## config.mk

```make
export PLATFORM = sky130hd
export DESIGN_NAME = pc_gen
export DESIGN_NICKNAME = d
export VERILOG_FILES = /design/src/rtl/pc_gen.sv
export SDC_FILE = /design/constraint.sdc
export NUM_CORES = 1
export LEC_CHECK = 0
export BUFFER_PORTS_ARGS = -buffer_cell sky130_fd_sc_hd__buf_2
export CAP_MARGIN = 10
export CELL_PAD_IN_SITES_DETAIL_PLACEMENT = 1
export CELL_PAD_IN_SITES_GLOBAL_PLACEMENT = 2
export CORE_ASPECT_RATIO = 0.5
export CORE_MARGIN = 3
export CORE_UTILIZATION = 31
export CTS_CLUSTER_DIAMETER = 150
export DETAILED_ROUTE_END_ITERATION = 8
export GPL_TIMING_DRIVEN = 0
export HOLD_SLACK_MARGIN = 0.15
export PLACE_DENSITY = 0.82
export SKIP_LAST_GASP = 1
export SYNTH_ARGS = -nofsm -noshare
export SYNTH_HDL_FRONTEND = slang
export SYNTH_SLANG_ARGS = --single-unit
```

## constraint.sdc

```tcl
create_clock -name clk -period 2.4 [get_ports clk]
set_input_delay 0.48 -clock clk [delete_from_list [all_inputs] [get_ports clk]]
set_output_delay 0.48 -clock clk [all_outputs]
set_load 0.03 [all_outputs]
```

## src/rtl/pc_gen.sv

```systemverilog
// Fetch PC generator: picks the next PC from exception, eret, branch, jump,
// a buffered redirect or sequential increment, and captures EPC on exceptions.
module pc_gen #(
   parameter int unsigned  W            = 32,
   parameter logic [31:0]  RESET_VECTOR = 32'h0040_0000,
   parameter logic [31:0]  EXC_VECTOR   = 32'h8000_0180,
   parameter int unsigned  STEP         = 4
) (
   input  logic         clk,
   input  logic         reset,
   input  logic         pc_write,
   input  logic         exc_req,
   input  logic         eret,
   input  logic         br_taken,
   input  logic [W-1:0] br_target,
   input  logic         jmp_valid,
   input  logic [W-1:0] jmp_target,
   output logic [W-1:0] pc,
   output logic [W-1:0] pc_plus,
   output logic [W-1:0] epc,
   output logic         redirect_pending,
   output logic         fetch_flush
);

   localparam logic [W-1:0] STEP_W     = W'(STEP);
   localparam logic [W-1:0] ALIGN_MASK = ~(STEP_W - W'(1));
   localparam logic [W-1:0] RESET_PC   = W'(RESET_VECTOR);
   localparam logic [W-1:0] EXC_PC     = W'(EXC_VECTOR) & ALIGN_MASK;

   logic [W-1:0] pc_q, pc_d;
   logic [W-1:0] epc_q, epc_d;
   logic [W-1:0] pend_tgt_q, pend_tgt_d;
   logic         pend_q, pend_d;
   logic         pend_jmp_q, pend_jmp_d;
   logic         flush_q, flush_d;
   logic [W-1:0] br_al, jmp_al;

   assign br_al   = br_target & ALIGN_MASK;
   assign jmp_al  = jmp_target & ALIGN_MASK;
   assign pc_plus = pc_q + STEP_W;

   always_comb begin
      pc_d       = pc_q;
      epc_d      = epc_q;
      pend_d     = pend_q;
      pend_tgt_d = pend_tgt_q;
      pend_jmp_d = pend_jmp_q;
      flush_d    = 1'b0;
      if (exc_req) begin
         pc_d    = EXC_PC;
         epc_d   = pc_q;
         pend_d  = 1'b0;
         flush_d = 1'b1;
      end else if (eret) begin
         pc_d    = epc_q;
         pend_d  = 1'b0;
         flush_d = 1'b1;
      end else if (br_taken) begin
         if (pc_write) begin
            pc_d    = br_al;
            pend_d  = 1'b0;
            flush_d = 1'b1;
         end else begin
            pend_d     = 1'b1;
            pend_tgt_d = br_al;
            pend_jmp_d = 1'b0;
         end
      end else if (jmp_valid) begin
         if (pc_write) begin
            pc_d    = jmp_al;
            pend_d  = 1'b0;
            flush_d = 1'b1;
         end else if (!pend_q || pend_jmp_q) begin
            // a buffered branch is older-path-correct, so a jump never replaces it
            pend_d     = 1'b1;
            pend_tgt_d = jmp_al;
            pend_jmp_d = 1'b1;
         end
      end else if (pend_q && pc_write) begin
         pc_d    = pend_tgt_q;
         pend_d  = 1'b0;
         flush_d = 1'b1;
      end else if (pc_write) begin
         pc_d = pc_plus;
      end
   end

   always_ff @(posedge clk or negedge reset) begin
      if (!reset) begin
         pc_q       <= RESET_PC;
         epc_q      <= '0;
         pend_q     <= 1'b0;
         pend_tgt_q <= '0;
         pend_jmp_q <= 1'b0;
         flush_q    <= 1'b0;
      end else begin
         pc_q       <= pc_d;
         epc_q      <= epc_d;
         pend_q     <= pend_d;
         pend_tgt_q <= pend_tgt_d;
         pend_jmp_q <= pend_jmp_d;
         flush_q    <= flush_d;
      end
   end

   assign pc               = pc_q;
   assign epc              = epc_q;
   assign redirect_pending = pend_q;
   assign fetch_flush      = flush_q;

endmodule

```

---- Word-level counts from Yosys, hierarchy flattened ----
Index checks and enable logic that the tools add are counted.
word-level totals
  flip-flop bits (word level) ............. 99
  latch bits .............................. 0
  RAM bits ................................ 0
  ROM bits ................................ 0
  bits of input ports ..................... 71
  output and inout bits ................... 98
  logic and storage cells ................. 55
  memories kept ........................... 0
operators by class
  add/subtract/negate cells ............... 1
  multiply operators ...................... 0
  div/mod/pow operators ................... 0
  $lt $le $gt $ge ......................... 0
  equality and inequality tests ........... 5
  shift-type cells ........................ 0
  muxes and demuxes ....................... 31
  bitwise gates (word level) .............. 2
  reductions and logical operators ........ 10
operator list
  kind                     count
  $mux W32                 13
  $add A32 B3 Y32 const B  1
  $mux W1                  18
  $ne A4 B4 Y1 const B     2
  $ne A6 B5 Y1 const B     1
  $reduce_and A6 Y1        1
  $reduce_bool A5 Y1       1
  $ne A2 B2 Y1 const B     2
  $reduce_bool A2 Y1       2
  $reduce_bool A4 Y1       1
  $reduce_and A3 Y1        1
  $not A1 Y1               2
  $reduce_and A2 Y1        1
  $logic_and A1 B1 Y1      1
  $logic_not A1 Y1         1
  $logic_or A1 B1 Y1       1

---- Logic depth before layout (Yosys ltp) ----
  word-level depth ........................ 8
  gate-level depth with buffers ........... 8
  mapped depth without buffers ............ 6

---- Least setup slack after synthesis ----
OpenSTA, ideal clock, no wires.
  path kind ............................... reg-to-output
  start point ............................. reg pc_q[7] (netlist: pc[7])
  end point ............................... out pc_plus[13]
  data arrival time ....................... 2,202 ps
  required time ........................... 1,920 ps
  setup slack ............................. -282 ps
  stages on the path, launching flop included .. 6
  path buffers ............................ 1
  cell sequence ........................... dfrtp_1 > buf_2 > nand4_4 > or3_1 > or2_2 > xnor2_1
between the ends
  longest elaborated chain between the ends .. 1
ends and longest elaborated chain
  what                      line  RTL
  start: declaration        30    logic [W-1:0] pc_q, pc_d;
  start signal: assignment  97    pc_q <= pc_d;
  $add A32 B3 Y32           40    assign pc_plus = pc_q + STEP_W;
  end: declaration          19    output logic [W-1:0] pc_plus,
Every way passes these cells.

---- Worst setup path in the final report ----
  start point ............................. reg pc_q[2] (netlist: pc[2])
  end point ............................... out pc_plus[16]
Same word-level chain as after synthesis.

==> impl_metrics.yaml <==
timing:
  report.final.slew_viol_count: 0
  post-route-min-period_ns: 2.621
  finalCritPeriodShare: 1.092
  max_slew_margin: 0.3478
  hold_viol: 0
  tns_ns: -2.245
  fmax_mhz: 381.5
  final-setup-viol-count: 19
  whs_ns: 0.3993
  tightestPinTransition_ns: 0.9748
  grt_setup_unrepaired: "true"
  layout_setup_ws_ns: -0.2213
  clock_skew_ns: 0.01218
cts:
  cts_made_buffers: 9
  cts_tree: "yes"
  cts_num_sinks: 97
  ctsHtreeMaxLevel: 3
  clk_pin_slew_worst_paths_ns: 0.08
  clock_latency_ns: 0.36
  clockRootBuffer: "clkbuf_16"
  clock_path_buffers: 2
worst_setup_path:
  critPathCaptureType: "output port"
  required_ns: 1.92
  crit_chain: "ha_4, nand4_1, buf_6, buf_4, or4_4, xnor2_2, buf_6"
  cp.depth: 7
  r2r-start: "redirect_pending"
  r2r-end: "pc[12]"
  crit_path_end: "pc_plus[16]"
  slowest_delay_ns: 0.46
  critPathLaunch: "pc[2]"
  crit_fanout: 3
  cpMostUsedCell: "buf_6"
  r2r_cells: 5
  r2r_setup_slack_ns: 0.10
  startpoint_type: "flip-flop"
  cp.arrival_ns: 2.14
  crit_family: "simple AND/OR/NAND/NOR gates"
  slowest_stage: "or4_4"
  worstSetupPathType: "flip-flop to output port"
  critPathBufInv: 3
power:
  finalPower_mw: 4.950
  ir_drop_uv: 368.9
  p_int_mw: 3.125
  pwr-share-seq: 0.406
  p_per_area_mw_per_mm2: 569.2
  switching_share: 0.3688
  power_frac_comb: 0.294
  power_switching_mw: 1.825
  power.leakage_nw: 4.062
  power_frac_clock: 0.300
floorplan:
  dieArea_mm2: 0.02171
  ios: 169
  die_w_um: 205.4
  core_mm2: 0.01892
  rows: 35
  start_util: 0.3257
  die_y_um: 105.7
logic_synthesis:
  synth_cell_type_count: 70
  netlist_area_mm2: 0.006162
  synth_warnings: 0
  netlist_top_cells_area: "dfrtp_1, a21oi_1, mux2_2"
  async_reset_ff_frac: 1.000
  ys_ff_latch: 97
  synth_area_per_cell_um2: 8.667
  synth_nets: 783
  synthCells: 711
  synth_largest_area_cell: "dfrtp_1"
  ys_seq_area_frac: 0.3941
  ys.flop_type: "dfrtp_1"
  synth_top_area_frac: 0.3898
  synth-edff-count: 0
global_routing:
  grt_pass1_wl_um: 45960
  first_global_vias: 7247
  antenna_found_initial: 0
  grt_usage: 0.2838
  grt_overflow_total: 0
  grt_start_max_net_pins: 63
job:
  max_cap_viol_count: 0
placement:
  dp_slack_ns: -0.7397
  gp_congestion: 0.9380
  placedInstanceArea_mm2: 0.007447
  place_hpwl_um: 22280
  placed_cells: 1133
  portBuffers: 162
outcome:
  status: "finished, violations left"
  violations: "negative setup slack"
route:
  drt_pass1_iterations: 5
  routed_wl_um: 31380
  num_vias: 6985
  drtIter0Drc: 529
  drc: 0
  antenna_left: 0
  wl_per_cell_um: 25.94
  post_drt_via_cell_ratio: 5.773
layout:
  nNetsFinal: 1018
  layout-drive-gt1-share: 0.3964
  final_area_mm2: 0.008696
  fill_cells: 2243
  syn_to_final_growth_pct: 41.12
  utilization: 0.4597
  n_antenna_cell: 0
  final_cells: 1210
min_path:
  hp-class: "input pin to flip-flop"
placed cells by master (no fill, tap or decap), drive strengths merged, types with 9 or more instances in the layout:
master,count
a221oi,9
mux2,25
dfrtp,96
o21ai,29
clkbuf,36
xnor2,20
inv,28
nand2,68
nand4,11
a31oi,10
nor2b,12
o211ai,10
nor2,66
mux2i,28
nand3,20
a211oi,10
a21oi,74
buf,257
nor3,24
synthesized netlist by cell type, drive strengths merged (9+ instances only):
| library cell | n |
|---|---|
| a211oi | 10 |
| a21oi | 74 |
| a221oi | 9 |
| a31oi | 10 |
| buf | 39 |
| clkbuf | 20 |
| dfrtp | 96 |
| inv | 28 |
| mux2 | 25 |
| mux2i | 28 |
| nand2 | 68 |
| nand3 | 20 |
| nand4 | 11 |
| nor2 | 66 |
| nor2b | 12 |
| nor3 | 24 |
| o211ai | 10 |
| o21ai | 29 |
| xnor2 | 20 |
how the worst min path moves through the flow:
stage / cells after the start / startpoint / end / slack (ns)
final: 3 / jmp_target[30] / pend_tgt_q[30] / 0.40
after global routing: 3 / br_target[22] / pend_tgt_q[22] / 0.41
after CTS: 3 / jmp_target[30] / pend_tgt_q[30] / 0.39
after detailed placement: 1 / reset / pend_tgt_q[27] / 0.50
after global placement: 1 / epc[0] / pc[0] / 0.50
after floorplan: 0 / reset / epc[0] / 0.18
layout make-up:
type                    instances  area [um2]  share of cell area
multi-input cells             526        3734              0.4294
well taps                     259       324.1             0.03727
repair buffers                230        1524              0.1753
clock inverters                 4       27.53            0.003165
inverters                      29       108.9             0.01252
clock buffers                  12       256.5             0.02950
plain buffers                  53       265.3             0.03050
flip-flops and latches         97        2456              0.2824
power groups by stage:
stage / logic (mW) / registers, mW / clock network [mW]
global placement: 1.25 / 2.04 / 0
floorplan: 0.624 / 2.17 / 0
detailed placement: 1.28 / 2.05 / 0
finish: 1.45 / 2.01 / 1.49
CTS: 1.40 / 2.01 / 1.50
global route: 1.55 / 2.03 / 1.56
worst register-to-register path: cells and delay by family, from the launching register on:
| family | cells | cell delay (ns) |
|---|---|---|
| and+or+nand+nor | 2 | 1.02 |
| DFF | 1 | 0.37 |
| buffers and inverters | 1 | 0.20 |
| AOI/OAI and AO/OA | 2 | 0.58 |
cell families (layout without fill, tap and decap cells):
family	after synthesis	count (layout)	share of synthesized area
xor+xnor	26	26	0.03817
fa+ha+maj	1	1	0.002030
flops	97	97	0.3941
mux	53	53	0.09117
simple gates	245	245	0.1996
compound gates	201	201	0.2154
buf+inv	88	328	0.05949
per-layer routing:
metal,GRT usage,vias to the layer above,share of wire
li1,-,3041,-
met1,0.3952,3591,0.45
met2,0.4375,301,0.45
met3,0.06881,52,0.077
met4,0.08134,0,0.025
met5,0,-,0
flip-flops by register name (all words and copies together) (netlist names):
name              cells
pend_tgt_q           30
pend_jmp_q            1
redirect_pending      1
epc                  32
fetch_flush           1
pc                   32
what timing repair did:
item | in CTS | in global routing
endpoints found under the setup margin | 53 | 38
resized for setup | 100 | 34
hold buffers | 1 | 0
gates cloned | 0 | 0
hold endpoints to repair | 35 | 0
pin swaps | 21 | 19
buffers inserted | 45 | 22
Power figures use the tool's default switching activity.
